[config.mk]
export PLATFORM = sky130hd
export DESIGN_NAME = bpsk_packet_receiver
export DESIGN_NICKNAME = d
export VERILOG_FILES = /design/src/rtl/rx_pkg.sv /design/src/rtl/preamble_correlator.sv /design/src/rtl/bpsk_packet_receiver.sv
export SDC_FILE = /design/constraint.sdc
export NUM_CORES = 1
export LEC_CHECK = 0
export ABC_AREA = 1
export BUFFER_PORTS_ARGS = -buffer_cell sky130_fd_sc_hd__buf_2
export CAP_MARGIN = 10
export CORE_MARGIN = 1.5
export CORE_UTILIZATION = 57
export CTS_BUF_LIST = sky130_fd_sc_hd__clkbuf_4
export CTS_CLUSTER_SIZE = 25
export DETAILED_ROUTE_END_ITERATION = 8
export GPL_ROUTABILITY_DRIVEN = 0
export PLACE_DENSITY = 0.77
export RECOVER_POWER = 100
export REMOVE_ABC_BUFFERS = 1
export SYNTH_ARGS = -nofsm -noshare
export SYNTH_HDL_FRONTEND = slang
export SYNTH_HIERARCHICAL = 1
export SYNTH_SLANG_ARGS = --single-unit
[constraint.sdc]
create_clock -name i_clk -period 9.5 [get_ports i_clk]
set_input_delay 0.95 -clock i_clk [delete_from_list [all_inputs] [get_ports i_clk]]
set_output_delay 0.95 -clock i_clk [all_outputs]
set_load 0.05 [all_outputs]
[src/rtl/rx_pkg.sv]
// Shared constants, FSM state type and popcount helper for the BPSK packet receiver.
// The optional inverted-preamble match is enabled by defining PREAMBLE_INVERT_EN.
package rx_pkg;

    localparam int SIZE_INPUT_BIT  = 32;
    localparam int SIZE_QI         = 16;
    localparam int SIZE_OUTPUT_BIT = 8;
    localparam int SIZE_BIT_PACK   = 1976;
    localparam int SIZE_PREAMBLE   = 32;

    localparam logic [SIZE_PREAMBLE-1:0] PREAMBLE = 32'h1ACFFC1D;
    localparam logic [5:0]               MAX_ERR  = 6'd2;

    localparam int SIZE_PAYLOAD = SIZE_BIT_PACK - SIZE_PREAMBLE;
    localparam int NUM_BYTES    = SIZE_PAYLOAD / SIZE_OUTPUT_BIT;
    localparam int BIT_CNT_W    = $clog2(SIZE_PAYLOAD);

    localparam logic [5:0]           FILL_FULL = 6'(SIZE_PREAMBLE);
    localparam logic [BIT_CNT_W-1:0] LAST_BIT  = BIT_CNT_W'(SIZE_PAYLOAD - 1);

    typedef enum logic {
        SEARCH  = 1'b0,
        PAYLOAD = 1'b1
    } rx_state_t;

    function automatic logic [5:0] popcount32(input logic [31:0] v);
        logic [5:0] c;
        c = '0;
        for (int i = 0; i < 32; i++) begin
            c = c + {5'd0, v[i]};
        end
        return c;
    endfunction

endpackage

[src/rtl/preamble_correlator.sv]
// Sliding 32-bit window of hard-decided bits with a saturating fill counter; flags a
// preamble match (and, with PREAMBLE_INVERT_EN, an inverted-preamble match).
module preamble_correlator
    import rx_pkg::*;
(
    input  logic clk_i,
    input  logic rst_n_i,
    input  logic en_i,
    input  logic valid_i,
    input  logic bit_i,
    input  logic clear_i,
    output logic match_o
`ifdef PREAMBLE_INVERT_EN
    ,
    output logic match_inv_o
`endif
);

    logic [SIZE_PREAMBLE-1:0] window_q, window_d;
    logic [5:0]               fill_q, fill_d;
    logic                     shift;
    logic                     full_d;

    always_comb begin
        shift    = en_i && valid_i;
        window_d = window_q;
        fill_d   = fill_q;
        if (shift) begin
            window_d = {window_q[SIZE_PREAMBLE-2:0], bit_i};
            if (fill_q != FILL_FULL) begin
                fill_d = fill_q + 6'd1;
            end
        end
        if (clear_i) begin
            window_d = '0;
            fill_d   = '0;
        end
    end

    // Match is judged on the window including the sample arriving now, so the
    // very next valid sample is already the first payload bit.
    assign full_d  = shift && !clear_i && (fill_d == FILL_FULL);
    assign match_o = full_d && (popcount32(window_d ^ PREAMBLE) <= MAX_ERR);
`ifdef PREAMBLE_INVERT_EN
    assign match_inv_o = full_d && (popcount32(window_d ^ ~PREAMBLE) <= MAX_ERR);
`endif

    always_ff @(posedge clk_i) begin
        if (!rst_n_i) begin
            window_q <= '0;
            fill_q   <= '0;
        end else begin
            window_q <= window_d;
            fill_q   <= fill_d;
        end
    end

endmodule

[src/rtl/bpsk_packet_receiver.sv]
// BPSK hard-decision packet receiver: preamble search, then MSB-first byte packing onto a
// valid/ready stream. Defining PREAMBLE_INVERT_EN also accepts 180-degree-rotated packets.
module bpsk_packet_receiver
    import rx_pkg::*;
(
    input  logic                       i_clk,
    input  logic                       i_reset,
    input  logic [SIZE_INPUT_BIT-1:0]  i_data,
    input  logic                       i_valid_input,
    output logic [SIZE_OUTPUT_BIT-1:0] o_data,
    output logic                       o_valid_output,
    input  logic                       i_ready,
    output logic                       o_sync,
    output logic                       o_last,
    output logic                       o_overflow
`ifdef PREAMBLE_INVERT_EN
    ,
    output logic                       o_inverted
`endif
);

    // Output stream: o_valid_output/o_data/o_last form a register stage; a byte moves on
    // when o_valid_output && i_ready at a clock edge and is held unchanged otherwise.

    rx_state_t                  state_q, state_d;
    logic [BIT_CNT_W-1:0]       bit_cnt_q, bit_cnt_d;
    logic [6:0]                 sr_q, sr_d;
    logic [SIZE_OUTPUT_BIT-1:0] data_q, data_d;
    logic                       valid_q, valid_d;
    logic                       last_q, last_d;
    logic                       sync_q, sync_d;
    logic                       ovf_q, ovf_d;

    logic                       rx_bit;
    logic                       pay_bit;
    logic                       match;
    logic                       found;
    logic                       pkt_end;
    logic                       byte_done;
    logic [SIZE_OUTPUT_BIT-1:0] new_byte;
    logic                       unused_iq;

    // I sits in [31:16]; its sign bit is the hard decision, Q is not used.
    assign rx_bit    = i_data[SIZE_INPUT_BIT-1];
    assign unused_iq = ^i_data[SIZE_INPUT_BIT-2:0];

`ifdef PREAMBLE_INVERT_EN
    logic inv_q, inv_d;
    logic match_inv;
    assign found   = match || match_inv;
    assign pay_bit = rx_bit ^ inv_q;
`else
    assign found   = match;
    assign pay_bit = rx_bit;
`endif

    assign new_byte = {sr_q, pay_bit};

    preamble_correlator u_corr (
        .clk_i       (i_clk),
        .rst_n_i     (i_reset),
        .en_i        (state_q == SEARCH),
        .valid_i     (i_valid_input),
        .bit_i       (rx_bit),
        .clear_i     (pkt_end),
        .match_o     (match)
`ifdef PREAMBLE_INVERT_EN
        ,
        .match_inv_o (match_inv)
`endif
    );

    always_comb begin
        state_d   = state_q;
        bit_cnt_d = bit_cnt_q;
        sr_d      = sr_q;
        data_d    = data_q;
        valid_d   = valid_q;
        last_d    = last_q;
        sync_d    = 1'b0;
        ovf_d     = 1'b0;
        pkt_end   = 1'b0;
        byte_done = 1'b0;
`ifdef PREAMBLE_INVERT_EN
        inv_d     = inv_q;
`endif

        if (valid_q && i_ready) begin
            valid_d = 1'b0;
            last_d  = 1'b0;
        end

        case (state_q)
            SEARCH: begin
                if (found) begin
                    state_d   = PAYLOAD;
                    sync_d    = 1'b1;
                    bit_cnt_d = '0;
`ifdef PREAMBLE_INVERT_EN
                    inv_d     = !match;
`endif
                end
            end
            PAYLOAD: begin
                if (i_valid_input) begin
                    sr_d      = new_byte[6:0];
                    bit_cnt_d = bit_cnt_q + 1'b1;
                    byte_done = (bit_cnt_q[2:0] == 3'b111);
                    if (bit_cnt_q == LAST_BIT) begin
                        pkt_end   = 1'b1;
                        state_d   = SEARCH;
                        bit_cnt_d = '0;
                    end
                end
            end
            default: state_d = SEARCH;
        endcase

        // A byte completing while the held one is stuck is dropped, never overwritten.
        if (byte_done) begin
            if (!valid_q || i_ready) begin
                data_d  = new_byte;
                valid_d = 1'b1;
                last_d  = pkt_end;
            end else begin
                ovf_d = 1'b1;
            end
        end
    end

    always_ff @(posedge i_clk) begin
        if (!i_reset) begin
            state_q   <= SEARCH;
            bit_cnt_q <= '0;
            sr_q      <= '0;
            data_q    <= '0;
            valid_q   <= 1'b0;
            last_q    <= 1'b0;
            sync_q    <= 1'b0;
            ovf_q     <= 1'b0;
`ifdef PREAMBLE_INVERT_EN
            inv_q     <= 1'b0;
`endif
        end else begin
            state_q   <= state_d;
            bit_cnt_q <= bit_cnt_d;
            sr_q      <= sr_d;
            data_q    <= data_d;
            valid_q   <= valid_d;
            last_q    <= last_d;
            sync_q    <= sync_d;
            ovf_q     <= ovf_d;
`ifdef PREAMBLE_INVERT_EN
            inv_q     <= inv_d;
`endif
        end
    end

    assign o_data         = data_q;
    assign o_valid_output = valid_q;
    assign o_last         = last_q;
    assign o_sync         = sync_q;
    assign o_overflow     = ovf_q;
`ifdef PREAMBLE_INVERT_EN
    assign o_inverted     = inv_q;
`endif

endmodule

==> results.cfg, run 1 <==
[final_layout]
stdcell_area_um2 = 3973
drive_above_1_share = 0.07157
syn_to_final_growth_pct = 4.613
nNetsFinal = 569
diodes = 0

[synthesis]
synth_most_common_cell = nor2_1
synth_top_area_share = 0.3638
synth_edf_count = 0
syn_inst = 491
avgSynthCellArea_um2 = 7.734
yosys-top-cells-count = 116 x nor2_1, 69 x dfxtp_1, 59 x inv_1
synth_seq_cells = 69
synth_area_um2 = 3797
ys.flop_type = dfxtp_1
yosysWarnings = 6
yosysSeqAreaShare = 0.3638
synthTopCellsByArea = dfxtp_1 36%, fa_1 13%, nor2_1 11%
synth_largest_area_cell = dfxtp_1
synth.distinct_cells = 32
ys_async_sr_fraction = 0

[critical_path]
rr_startpoint = state_q$_SDFF_PN0_
critPathLaunch = i_valid_input
arrival_ps = 8230
critPathRequiredTime_ps = 9800
crit_path_end_kind = register
cp_max_fo = 39
reg2reg_to = bit_cnt_q[1]$_SDFFE_PN0P_
crit_type = in2reg
crit_end = bit_cnt_q[1]$_SDFFE_PN0P_
r2r_cells = 29
max_stage_delay_ps = 1040
startpoint_type = primary input
cpMaxStageDelayCell = inv_1
r2r_setup_slack_ps = 1800

[global_routing]
grt_overflow = 0
grt_pass1_wl_um = 13070
antenna_found_initial = 0
first_global_vias = 3007
grt_start_max_net_pins = 40
grtUsageTotal = 0.2256

[sta]
tns_ps = 0
fin_crit_sh = 0.8349
finClkSkew_ps = 8.451
maxSlewViolCount = 0
tightest_slew_ps = 1202
hold_viol = 0
rsz0062_at_grt = false
slew_headroom = 0.1976
layout_min_cycle_time_ps = 7931
fmax_ghz = 0.1261
setup_viol = 0

[floorplan]
num_rows = 29
ioPinCount = 48
start_util = 0.5946
die-height_um = 84.62
dieArea_um2 = 7161
fp.coreArea_um2 = 6386
die_w_um = 84.62

[job]
max_cap_violations = 0

[route]
dr_total_vias = 3156
wl_per_cell_um = 12.58
dr.pass1.iters = 5
drcViolationCount = 0
drt-initial-drc-count = 208
avgViaCountPerCell = 5.441
drt-total-wl_um = 7295
ant_nets = 0

[power_and_ir_drop]
irDropWorstVdd_mv = 0.1568
p_leak_nw = 1.666
powerDensity_nw_per_um2 = 239.5

[cts]
cts_root_buffer = clkbuf_4
post_cts_buffers = 0
cts_resized = 0
cts_sinks = 69
cts_tree = built
path_clk_slew_ps = 120
ctsLongestPathBuffers = 2
htreeDepth = 3
cts_buffers = 9
ctsHoldBuffers = 0
clock_latency_ps = 410

[placement]
dp_hpwl_um = 5094
post_dp_cell_area_um2 = 3879
portBuffers = 16

[worst_hold_path]
min_path_type = reg2reg

[status]
status = finished clean
==> metrics by stage <==
stage               power, mW  setup slack (ps)    util  instances  hold WS (ps)
finish                 0.9516              1569  0.6221        580         494.7
global route            1.093              1008  0.6221        580         530.7
CTS                    0.9662              2012  0.6297        580         493.2
floorplan              0.6806              1328       -        470         452.8
detailed placement     0.7721              1561  0.6074        564         475.3
global placement       0.7462              1654  0.6074        564         468.7
==> layout by cell type, fill, tap and decap left out, drive strengths merged, types with 2 or more instances in the layout <==
master	count
fa	24
nor3	14
nand3	24
buf	4
nor2	118
a21boi	2
clkinvlp	4
ha	11
clkinv	3
nor4	12
nand4	10
dfxtp	69
nand2	58
clkbuf	22
o211ai	7
a21oi	21
o21ai	34
inv	62
==> worst min path at each step <==
| stage | startpoint | to | slack [ps] | cells after the start |
|---|---|---|---|---|
| after floorplan | bit_cnt_q[9]$_SDFFE_PN0P_ | bit_cnt_q[9]$_SDFFE_PN0P_ | 450 | 2 |
| after global placement | sr_q[6]$_SDFFE_PN0P_ | sr_q[6]$_SDFFE_PN0P_ | 470 | 2 |
| after detailed placement | bit_cnt_q[3]$_SDFFE_PN0P_ | bit_cnt_q[3]$_SDFFE_PN0P_ | 480 | 2 |
| after CTS | bit_cnt_q[3]$_SDFFE_PN0P_ | bit_cnt_q[3]$_SDFFE_PN0P_ | 490 | 2 |
| after global routing | bit_cnt_q[3]$_SDFFE_PN0P_ | bit_cnt_q[3]$_SDFFE_PN0P_ | 530 | 2 |
| final | bit_cnt_q[8]$_SDFFE_PN0P_ | bit_cnt_q[8]$_SDFFE_PN0P_ | 490 | 2 |
==> logic make-up (layout without fill, tap and decap cells) <==
logic type / count (synthesis) / count (layout) / synth area share
buffers and inverters: 84 / 96 / 0.09258
adder cells (fa/ha/maj): 35 / 35 / 0.1628
XOR/XNOR: 1 / 1 / 0.002307
AND/OR/NAND/NOR: 238 / 238 / 0.2873
flip-flops: 69 / 69 / 0.3638
AO/OA/AOI/OAI: 64 / 64 / 0.09127
==> layer usage <==
metal	global-route usage	vias up	wire length [um]
met4	0.08798	0	119
met3	0.04720	9	240
met5	0	-	0
li1	-	1590	-
met2	0.3622	47	3371
met1	0.3004	1510	3564
==> power by group <==
part / internal [mW] / switching, mW / total (mW) / leakage [nW]
Sequential: 0.299 / 0.00461 / 0.303 / 0.563
Clock: 0.0808 / 0.111 / 0.192 / 0.0685
Combinational: 0.201 / 0.255 / 0.456 / 1.03
Total: 0.581 / 0.371 / 0.952 / 1.67
==> critical path, delay by kind of cell <==
kind / cells / cell delay, ps
adders and majority gates: 8 / 3640
AOI/OAI and AO/OA: 2 / 410
buffers and inverters: 9 / 1850
and+or+nand+nor: 10 / 1340
==> flip-flops by register name (all words and copies together) (netlist names), 6 cells and up <==
name / flops
u_corr/fill_q: 6
sr_q: 7
bit_cnt_q: 11
o_data: 8
u_corr/window_q: 32
==> cell type report <==
| type | count | area [um^2] |
|---|---|---|
| Inverter | 63 | 237.7 |
| Multi-Input combinational cell | 338 | 2043 |
| Fill cell | 578 | 2414 |
| Tap cell | 77 | 96.34 |
| Timing Repair Buffer | 17 | 71.32 |
| Sequential cell | 69 | 1381 |
| Clock inverter | 7 | 75.07 |
| Clock buffer | 9 | 67.56 |
Note: power is estimated with default switching activity, not from simulation.
==> run 2: changes to the inputs <==
==> constraint.sdc (replaced) <==
create_clock -name i_clk -period 7.3 [get_ports i_clk]
set_input_delay 0.73 -clock i_clk [delete_from_list [all_inputs] [get_ports i_clk]]
set_output_delay 0.73 -clock i_clk [all_outputs]
set_load 0.05 [all_outputs]
==> run 2 against run 1 <==
  * Clock skew is 10 ps higher
  * Largest power group unchanged
  * Sequential share of layout area is 0.59 points lower
  * First-iteration DRC count decreased by 16%
  * Count of clock-buffer cells in the layout did not move
  * Global-route usage is 0.55 points higher
  * Die area stayed put
  * Design area rose by 1.7%
  * Via count is 1.2% higher
  * Largest cell class unchanged
==> results.cfg, run 2 (synthesis gave the netlist of run 1 again) <==
[status]
status = finished clean

[cts]
ctsHoldBuffers = 0
cts_tree = built
ctsLongestPathBuffers = 2
cts_buffers = 9
post_cts_buffers = 0
htreeDepth = 3
clock_latency_ps = 420
path_clk_slew_ps = 120
cts_resized = 0
cts_root_buffer = clkbuf_4
cts_sinks = 69

[sta]
fin_crit_sh = 0.9228
layout_min_cycle_time_ps = 6737
slew_headroom = 0.5342
rsz0062_at_grt = false
hold_viol = 0
finClkSkew_ps = 18.72
fmax_ghz = 0.1484
setup_viol = 0
maxSlewViolCount = 0
tightest_slew_ps = 698.7

[global_routing]
grt_overflow = 0
grt_start_max_net_pins = 38
first_global_vias = 3086
grt_pass1_wl_um = 13280
grtUsageTotal = 0.2311
antenna_found_initial = 0

[critical_path]
max_stage_delay_ps = 550
critPathRequiredTime_ps = 7610
critPathLaunch = bit_cnt_q[0]$_SDFFE_PN0P_
timing.critical_path.mode_cell = fa_1
arrival_ps = 7040
startpoint_type = register
crit_path_end_kind = register
rr_startpoint = bit_cnt_q[0]$_SDFFE_PN0P_
cpMaxStageDelayCell = fa_1
crit_type = reg2reg
cp_max_fo = 17
r2r_setup_slack_ps = 560

[final_layout]
largest_register_ffs = 32
drive_above_1_share = 0.07647
final_cell_mix = 116 x nor2_1, 69 x dfxtp_1, 59 x inv_1, 56 x nand2_1, 32 x o21ai_0
mostFrequentLayoutCell = nor2_1
nNetsFinal = 576
syn_to_final_growth_pct = 6.425
diodes = 0
fillers = 572
top_register = u_corr/window_q
stdcell_area_um2 = 4041

[route]
drt-total-wl_um = 7614
avgViaCountPerCell = 5.441
dr_total_vias = 3194
ant_nets = 0
drt-initial-drc-count = 174
drcViolationCount = 0
wl_per_cell_um = 12.97
dr.pass1.iters = 5

[floorplan]
die_w_um = 84.62
die-height_um = 84.62
fp.coreArea_um2 = 6386
num_rows = 29
ioPinCount = 48
dieArea_um2 = 7161
start_util = 0.5946

[power_and_ir_drop]
powerDensity_nw_per_um2 = 323.4
irDropWorstVdd_mv = 0.2311
power.total_mw = 1.307
p_leak_nw = 1.710

[placement]
dp_hpwl_um = 5309
post_dp_cell_area_um2 = 3924
portBuffers = 16

[worst_hold_path]
min_path_type = reg2reg
hold_start = bit_cnt_q[9]$_SDFFE_PN0P_

[job]
max_cap_violations = 0
==> run 2: layout make-up <==
class | instances | area, um^2 | area share
Sequential cell | 69 | 1381 | 0.3418
Inverter | 63 | 241.5 | 0.05975
Clock buffer | 9 | 67.56 | 0.01672
Multi-Input combinational cell | 338 | 2014 | 0.4985
Tap cell | 77 | 96.34 | 0.02384
Timing Repair inverter | 1 | 7.507 | 0.001858
Timing Repair Buffer | 23 | 112.6 | 0.02786
Clock inverter | 7 | 120.1 | 0.02972
==> run 2: through the flow <==
| stage | setup TNS [ps] | hold WS (ps) | instances | utilization | worst slack (ps) |
|---|---|---|---|---|---|
| floorplan | -9670 | 452.8 | 470 | - | -823.7 |
| global placement | 0 | 466.8 | 570 | 0.6144 | 361.6 |
| detailed placement | 0 | 473.2 | 570 | 0.6144 | 251.4 |
| CTS | 0 | 491.7 | 586 | 0.6438 | 316.5 |
| global route | 0 | 514.7 | 587 | 0.6328 | 18.30 |
| finish | 0 | 488.1 | 587 | 0.6328 | 563.2 |
==> run 2: metal layers <==
metal  wire (um)  up-vias  track usage  part of all wire
li1            -     1604            -                 -
met1        3558     1517       0.2845              0.47
met2        3618       57       0.3882              0.48
met3         274       16      0.03540             0.036
met4         162        0       0.1276             0.021
met5           0        -            0                 0
==> run 2: worst max-delay path: cells and delay by family (launching register included) <==
family | cells | cell delay, ps
flops | 1 | 400
buf+inv | 7 | 720
simple gates | 14 | 1580
fa+ha+maj | 9 | 3850
compound gates | 1 | 70
==> run 2: path summary, 6_finish.rpt <==
kind,end,depth (start not counted)
max,bit_cnt_q[5]$_SDFFE_PN0P_,31
min,bit_cnt_q[9]$_SDFFE_PN0P_,2
max reg2reg,bit_cnt_q[5]$_SDFFE_PN0P_,31
min reg2reg,bit_cnt_q[9]$_SDFFE_PN0P_,2
==> run 2: where the power goes <==
part           switching (mW)  total (mW)  internal [mW]
clock                   0.146       0.320          0.175
sequential            0.00601       0.395          0.389
combinational           0.331       0.591          0.261
